==> src/rtl/restoring_divider.sv <==
// Multi-cycle unsigned restoring divider: one quotient bit per cycle, WIDTH steps per division.
// Define RESTORING_DIVIDER_ZERO_DET_EN to short-circuit divide-by-zero and raise div_zero.
module restoring_divider #(
    parameter int unsigned WIDTH = 4
) (
    input  logic             clk,
    input  logic             rst,
    input  logic             start,
    input  logic [WIDTH-1:0] dividend,
    input  logic [WIDTH-1:0] divisor,
    output logic             busy,
    output logic             done,
    output logic [WIDTH-1:0] quotient,
    output logic [WIDTH-1:0] remainder,
    output logic             div_zero
);

    localparam int unsigned CW = $clog2(WIDTH + 1);

    typedef enum logic [1:0] {
        StIdle,
        StCalc,
        StDone
    } state_t;

    state_t           state_q, state_d;
    logic [CW-1:0]    cnt_q;
    logic [WIDTH:0]   rem_q;
    logic [WIDTH-1:0] quo_q;  // dividend bits shift out the top, quotient bits shift in
    logic [WIDTH-1:0] div_q;
    logic [WIDTH-1:0] quotient_q, remainder_q;

    logic             accept, zero_hit, last_step, borrow;
    logic [WIDTH+1:0] shifted, trial;
    logic [WIDTH:0]   step_rem;
    logic [WIDTH-1:0] step_quo;

    assign accept    = start && (state_q != StCalc);
    assign last_step = (state_q == StCalc) && (cnt_q == CW'(WIDTH - 1));

`ifdef RESTORING_DIVIDER_ZERO_DET_EN
    assign zero_hit = accept && (divisor == '0);
`else
    assign zero_hit = 1'b0;
`endif

    // Extra top bit makes the sign of the trial subtraction a clean borrow flag.
    always_comb begin
        shifted  = {rem_q, quo_q[WIDTH-1]};
        trial    = shifted - {2'b00, div_q};
        borrow   = trial[WIDTH+1];
        step_rem = borrow ? shifted[WIDTH:0] : trial[WIDTH:0];
        step_quo = {quo_q[WIDTH-2:0], ~borrow};
    end

    always_comb begin
        state_d = state_q;
        unique case (state_q)
            StIdle, StDone: begin
                if (start) begin
                    state_d = zero_hit ? StDone : StCalc;
                end else begin
                    state_d = StIdle;
                end
            end
            StCalc: begin
                if (last_step) begin
                    state_d = StDone;
                end
            end
            default: state_d = StIdle;
        endcase
    end

    always_ff @(posedge clk or posedge rst) begin
        if (rst) begin
            state_q <= StIdle;
        end else begin
            state_q <= state_d;
        end
    end

    always_ff @(posedge clk or posedge rst) begin
        if (rst) begin
            cnt_q       <= '0;
            rem_q       <= '0;
            quo_q       <= '0;
            div_q       <= '0;
            quotient_q  <= '0;
            remainder_q <= '0;
        end else if (accept) begin
            cnt_q <= '0;
            rem_q <= '0;
            quo_q <= dividend;
            div_q <= divisor;
            if (zero_hit) begin
                quotient_q  <= '1;
                remainder_q <= dividend;
            end
        end else if (state_q == StCalc) begin
            cnt_q <= cnt_q + CW'(1);
            rem_q <= step_rem;
            quo_q <= step_quo;
            if (last_step) begin
                quotient_q  <= step_quo;
                remainder_q <= step_rem[WIDTH-1:0];
            end
        end
    end

`ifdef RESTORING_DIVIDER_ZERO_DET_EN
    logic dz_q;

    // Sticky until the next completion of either kind.
    always_ff @(posedge clk or posedge rst) begin
        if (rst) begin
            dz_q <= 1'b0;
        end else if (zero_hit) begin
            dz_q <= 1'b1;
        end else if (last_step) begin
            dz_q <= 1'b0;
        end
    end

    assign div_zero = dz_q;
`else
    assign div_zero = 1'b0;
`endif

    assign busy      = (state_q == StCalc);
    assign done      = (state_q == StDone);
    assign quotient  = quotient_q;
    assign remainder = remainder_q;

endmodule

==> config.mk <==
export PLATFORM = sky130hd
export DESIGN_NAME = restoring_divider
export DESIGN_NICKNAME = d
export VERILOG_FILES = /design/src/rtl/restoring_divider.sv
export SDC_FILE = /design/constraint.sdc
export NUM_CORES = 1
export LEC_CHECK = 0
export ABC_AREA = 1
export CORE_UTILIZATION = 45
export DETAILED_ROUTE_END_ITERATION = 6
export GPL_TIMING_DRIVEN = 0
export PLACE_DENSITY = 0.69
export SETUP_SLACK_MARGIN = 0.5
export SKIP_CTS_REPAIR_TIMING = 1
export SYNTH_ARGS = -nofsm -noshare
export SYNTH_HDL_FRONTEND = slang
export SYNTH_SLANG_ARGS = --single-unit
==> constraint.sdc <==
create_clock -name clk -period 2.1 [get_ports clk]
set_input_delay 0.525 -clock clk [delete_from_list [all_inputs] [get_ports clk]]
set_output_delay 0.525 -clock clk [all_outputs]
set_load 0.02 [all_outputs]
# Word-level counts from Yosys, hierarchy flattened

Cells that the tools add are included.

Register bits: 26
Input bits: 11
Output and inout port bits: 11
Logic and storage cells: 32

Add/sub/neg operators: 2
Equality and inequality tests: 5
Muxes and demuxes: 10
Bitwise operators: 2
Reduce and logical (&&, ||, !) cells: 6

Operator list:

| cell                | number |
|---|---|
| $mux 5              | 3 |
| $mux 4              | 2 |
| $mux 3              | 2 |
| $sub 6x4->6         | 1 |
| $ne 2x1->1 const B  | 2 |
| $pmux 2 s2          | 1 |
| $add 3x1->3 const B | 1 |
| $eq 3x2->1 const B  | 1 |
| $reduce_and 3->1    | 1 |
| $eq 2x1->1 const B  | 1 |
| $eq 2x2->1 const B  | 1 |
| $logic_and 1x1->1   | 2 |
| $logic_not 2->1     | 1 |
| $mux 2              | 1 |
| $not 1->1           | 2 |
| $reduce_bool 2->1   | 1 |
| $reduce_or 2->1     | 1 |
| $mux 1              | 1 |

# Depth between registers and ports, before layout

Gate-level depths: netlist of the first run.

Depth in word-level cells: 4
Depth in mapped cells: 12
Gate-level depth less buffers: 12

# Least setup slack after synthesis of the first run

OpenSTA, ideal clock, no wires.

Kind: flip-flop to flip-flop
From: register quo_q[3]
To: register rem_q[4]
Setup time: 0.117 ns
Arrival: 1.441 ns
Required time: 1.983 ns
Setup slack: 0.541 ns
Cell stages (with the launch flop): 13
Buffers on the path: 0
Period minus slack after synthesis: 1.559 ns
Path through: dfrtp_1 inv_1 ha_1 inv_2 fa_1 nand3_1 nand3_1 nand2_1 nand2_1 inv_1 nand3_1 nand3_1 nand2_1

Longest elaborated chain between the ends: 4

Ends and longest elaborated chain:

| what                   | RTL line | text |
|---|---|---|
| from (decl)            | 29       | `logic [WIDTH-1:0] quo_q;` |
| from (signal assigned) | 94       | `quo_q <= dividend;` |
| from (signal assigned) | 103      | `quo_q <= step_quo;` |
| $sub 6x4->6            | 50       | `trial = shifted - {2'b00, div_q};` |
| $mux 5                 | 52       | `step_rem = borrow ? shifted[WIDTH:0] : trial[WIDTH:0];` |
| $mux 5                 | 100      | `end else if (state_q == StCalc) begin` |
| $mux 5                 | 91       | `end else if (accept) begin` |
| to (signal assigned)   | 102      | `rem_q <= step_rem;` |
| to (decl)              | 28       | `logic [WIDTH:0] rem_q;` |

No other way between the ends. The select of a mux whose other input is x is not followed.
A chain may end at the register's enable or synchronous reset.

# Final worst setup path of the first run

From: register state_q[1]
To: output busy

Longest elaborated chain between the ends: 1

Ends and longest elaborated chain:

| what                   | RTL line | text |
|---|---|---|
| from (decl)            | 26       | `state_t state_q, state_d;` |
| from (signal assigned) | 77       | `state_q <= StIdle;` |
| from (signal assigned) | 79       | `state_q <= state_d;` |
| $eq 2x1->1             | 130      | `assign busy = (state_q == StCalc);` |
| to (decl)              | 11       | `output logic busy,` |

No other way between the ends.

==> results of run 1 <==
-- layout make-up --
class,count,area [sq um]
Fill cell,248,1002
Multi-Input combinational cell,104,749.5
Sequential cell,26,650.6
Timing Repair Buffer,24,242.7
Inverter,25,97.59
Tap cell,31,38.79
Clock buffer,4,36.28
Buffer,4,35.03
-- metrics by stage --
step	worst slack [ps]	power [mW]	hold slack [ps]	setup TNS, ps
6_report	298.3	3.422	496.9	0
4_1_cts	-178.8	2.979	505.5	-178.8
2_1_floorplan	541.3	2.233	464.1	0
3_5_place_dp	191.0	2.716	469.3	0
3_3_place_gp	193.0	2.632	462.6	0
5_1_grt	205.8	3.723	523.2	0
-- registers in the layout (all words and copies together), names as in the netlist --
register	cells
state_q	2
rem_q	5
quo_q	4
quotient	4
div_q	4
cnt_q	3
remainder	4
-- metal layers --
| metal | vias to the layer above | global-route usage | routed length [um] |
|---|---|---|---|
| met3 | 5 | 0.04762 | 144 |
| met4 | 0 | 0.04530 | 52 |
| met1 | 536 | 0.2438 | 1328 |
| met5 | - | 0 | 0 |
| li1 | 568 | - | - |
| met2 | 26 | 0.3372 | 1481 |
-- layout by cell type, fill, tap and decap left out, drive strengths merged --
cell type / Yosys / layout
a22o: 1 / 1
buf: 4 / 9
nand2: 49 / 49
inv: 24 / 24
o221ai: 1 / 1
mux2: 1 / 1
conb: 1 / 1
xnor2: 1 / 1
dlymetal6s2s: 0 / 8
o211ai: 3 / 3
clkinv: 1 / 1
clkdlybuf4s50: 0 / 10
clkbuf: 0 / 5
fa: 1 / 1
o21ai: 6 / 6
nand4: 1 / 1
dfrtp: 26 / 26
nor2: 5 / 5
nand3: 26 / 26
ha: 6 / 6
o22ai: 2 / 2
-- synth_stat cells, drive strengths merged --
library cell   n  share of area
a22o           1         0.0063
buf            4          0.025
clkinv         1         0.0036
conb           1         0.0027
dfrtp         26           0.47
fa             1          0.014
ha             6          0.054
inv           24          0.065
mux2           1         0.0081
nand2         49           0.15
nand3         26           0.11
nand4          1         0.0045
nor2           5          0.021
o211ai         3          0.016
o21ai          6          0.027
o221ai         1         0.0063
o22ai          2         0.0090
xnor2          1         0.0063
-- where the power goes --
group	switching [mW]	total, mW	internal, mW
clock	0.149	0.256	0.106
sequential	0.149	0.886	0.737
combinational	1.35	2.28	0.932
total	1.65	3.42	1.78
-- final timing paths --
kind / cells after the start / to / startpoint
worst max-delay path: 5 / busy / state_q[1]$_DFFE_PP0P_
worst min-delay path: 2 / quotient[0]$_DFFE_PP0P_ / quotient[0]$_DFFE_PP0P_
worst max register to register: 9 / rem_q[1]$_DFFE_PP0P_ / rem_q[0]$_DFFE_PP0P_
worst min register to register: 2 / quotient[0]$_DFFE_PP0P_ / quotient[0]$_DFFE_PP0P_
max in group asynchronous: 2 / cnt_q[1]$_DFFE_PP0P_ / rst
min in group asynchronous: 2 / quo_q[2]$_DFFE_PP0P_ / rst
-- worst max-delay path, stage by stage, from the launching register on --
cell	delay (ps)
dfrtp_1	380
inv_1	70
nand2_2	110
inv_4	100
buf_6	150
buf_4	150
-- kinds of logic after synthesis --
logic type / Yosys count / synth area share
simple gates: 81 / 0.2887
flops: 26 / 0.4676
other cells: 1 / 0.002695
compound gates: 13 / 0.06475
buf+inv: 29 / 0.09352
mux: 1 / 0.008093
fa+ha+maj: 7 / 0.06834
xor+xnor: 1 / 0.006296
==> impl_metrics.tcl, run 1 <==
set metrics [dict create \
    portBuffers 20 \
    globalplace.congestion 0.8637 \
    rsz0062_at_grt "true" \
    grt_max_degree 27 \
    maxSlewHeadroom 0.3480 \
    slew_violations 0 \
    synth.distinct_cells 28 \
    status "finished, violations left" \
    cts_root_buf "clkbuf_4" \
    max_freq_ghz 0.5550 \
    nNetsFinal 206 \
    die_area_sq_um 3318 \
    worstMarginPinSlew_ps 976.9 \
    violations "design-rule violations" \
    final_util 0.6487 \
    p_per_area_nw_per_um2 1849 \
    path_max_fanout 10 \
    die_y_um 57.61 \
    synth.avg_cell_area_sq_um 8.751 \
    clock_sinks 26 \
    critPathKind "reg -> out" \
    ys_ff_latch 26 \
    drc 2 \
    wl_per_cell_um 13.79 \
    skew_ps 16.45 \
    finish.instance_area_sq_um 1851 \
    drt_iter0_drc 44 \
    clk_path_buf_depth 2 \
    leakage_nw 1.005 \
    cap_violations 0 \
    place_area_sq_um 1630 \
    num_vias 1135 \
    arrival_ps 1280 \
    routed_wl_um 3006 \
    hp-class "reg -> reg" \
    synth.cell_area_sq_um 1391 \
    ant_nets 0 \
    die_x_um 57.61 \
    hold_violations 0 \
    first_global_vias 1139 \
    vias_per_cell 5.206 \
    r2r_slack_ps 460 \
    cts.clk_slew.worst_paths_ps 150 \
    pin_count 22 \
    cts_tree "done" \
    end_kind "output port" \
    start_util 0.4877 \
    syn_to_final_growth_pct 33.00 \
    synth_fp_nets 177 \
    syn_inst 159 \
    dp.cells 210 \
    ys_warn_count 0 \
    core_area_sq_um 2853 \
    antenna_found_initial 0 \
    clkLatencyLatePin_ps 330 \
    grt_overflow 0 \
    first_pass_iters 6 \
    row_count 19 \
    start_kind "flop" \
    fin_crit_ps 1802 \
    grtUsageTotal 0.1943 \
    grt_pass1_wl_um 4954 \
    ir_drop_uv 1020 \
    crit_required_ps 1570 \
    place_hpwl_um 2160 \
    htreeDepth 1 \
    final-setup-viol-count 0 \
    finalCritPeriodShare 0.8580 \
    cts_made_buffers 3 \
    yosysSeqAreaShare 0.4676 \
    diodes 0 \
    instances_no_fill 218 \
    drive_above_1_share 0.2834 \
]
No activity file was read; power rests on OpenSTA's default activity.
==> inputs of run 2 (changes only) <==
- CORE_MARGIN: unset -> 10
==> impl_metrics.tcl, run 2 (synthesis gave the netlist of run 1 again) <==
set metrics [dict create \
    die_y_um 75.61 \
    antenna_found_initial 0 \
    ir_drop_uv 743.0 \
    cts_root_buf "clkbuf_4" \
    grt_overflow 0 \
    drt_iter0_drc 40 \
    routed_wl_um 3116 \
    fillers 265 \
    portBuffers 20 \
    multi_input_area_sq_um 708.2 \
    slew_violations 0 \
    final_util 0.6117 \
    final-setup-viol-count 0 \
    num_vias 1107 \
    fin_crit_ps 1792 \
    core_area_sq_um 3003 \
    skew_ps 6.039 \
    status "completed" \
    diodes 0 \
    place_area_sq_um 1633 \
    critPathKind "reg -> out" \
    clock_sinks 26 \
    die_x_um 75.61 \
    max_flop_register "rem_q" \
    start_util 0.4633 \
    seq_area_sq_um 651.9 \
    cts.clk_slew.worst_paths_ps 150 \
    start_kind "flop" \
    largest_reg_flops 5 \
    finalCritPeriodShare 0.8535 \
    die_area_sq_um 5716 \
    leakage_nw 1.004 \
    syn_to_final_growth_pct 32.01 \
    row_count 20 \
    p_per_area_nw_per_um2 1859 \
    cts_made_buffers 3 \
    pin_count 22 \
    maxSlewHeadroom 0.3582 \
    max_freq_ghz 0.5579 \
    rsz0062_at_grt "true" \
    cap_violations 0 \
    mostFrequentLayoutCells "nand2_1 (41), dfrtp_1 (25), inv_1 (18), nand3_1 (18), clkdlybuf4s50_1 (10)" \
    worstMarginPinSlew_ps 961.7 \
    place_hpwl_um 2210 \
    htreeDepth 1 \
    drive_above_1_share 0.2660 \
    arrival_ps 1270 \
    cts_tree "done" \
    clk_path_buf_depth 2 \
    end_kind "output port" \
    grt_pass1_wl_um 4740 \
    drc 0 \
    nNetsFinal 207 \
    vias_per_cell 5.009 \
    whs_ps 487.8 \
    first_global_vias 1089 \
    path_max_fanout 10 \
    finish.instance_area_sq_um 1837 \
    grt_max_degree 27 \
    hold_violations 0 \
    first_pass_iters 4 \
    layout_commonest_cell "nand2_1" \
    crit_required_ps 1570 \
    ant_nets 0 \
    hp-class "reg -> reg" \
    clkLatencyLatePin_ps 320 \
    grtUsageTotal 0.1046 \
    wl_per_cell_um 14.10 \
    globalplace.congestion 0.8451 \
]
-- run 2: cell count changes in the layout (fill, tap and decap cells not counted), sizes merged --
cell    before  now
buf          9   10
clkbuf       5    4
bufinv       0    1
-- run 2: worst paths after layout --
kind | slack [ps] | end | cells after the start | startpoint
worst min-delay path | 490 | quotient[0]$_DFFE_PP0P_ | 2 | quotient[0]$_DFFE_PP0P_
worst max-delay path | 310 | busy | 5 | state_q[1]$_DFFE_PP0P_
worst min register to register | 490 | quotient[0]$_DFFE_PP0P_ | 2 | quotient[0]$_DFFE_PP0P_
max in group asynchronous | 750 | rem_q[0]$_DFFE_PP0P_ | 2 | rst
min in group asynchronous | 700 | quotient[3]$_DFFE_PP0P_ | 2 | rst
worst max register to register | 480 | rem_q[4]$_DFFE_PP0P_ | 12 | quo_q[3]$_DFFE_PP0P_
-- run 2: layout make-up --
| class | instances | share of cell area |
|---|---|---|
| repair buffers | 25 | 0.1362 |
| inverters | 25 | 0.05313 |
| plain buffers | 4 | 0.01907 |
| flip-flops and latches | 26 | 0.3549 |
| well taps | 33 | 0.02248 |
| multi-input cells | 104 | 0.3856 |
| clock inverters | 1 | 0.01635 |
| clock buffers | 3 | 0.01226 |
-- run 2: metal layers --
| layer | track usage | vias to the layer above | wire length (um) |
|---|---|---|---|
| met4 | 0.02474 | 0 | 58 |
| met2 | 0.1690 | 19 | 1527 |
| met1 | 0.1375 | 517 | 1390 |
| met5 | 0 | - | 0 |
| li1 | - | 565 | - |
| met3 | 0.02474 | 6 | 140 |
-- run 2: critical path: stages (launching register included) --
cell and delay (ps):
dfrtp_1 410, inv_2 80, nand2_4 80, inv_4 80, buf_6 150, buf_4 150
-- run 2: metrics by stage --
stage               setup WS (ps)  power (mW)  std cells  setup TNS [ps]
global route                229.8       3.709        221               0
CTS                        -211.1       3.068        216          -211.1
floorplan                   541.3       2.233        159               0
global placement            182.9       2.644        212               0
detailed placement          159.8       2.711        212               0
finish                      307.7       3.414        221               0
-- run 2: report_power, final --
| part | switching, mW | internal [mW] |
|---|---|---|
| Clock | 0.150 | 0.193 |
| Sequential | 0.151 | 0.739 |
| Combinational | 1.26 | 0.916 |
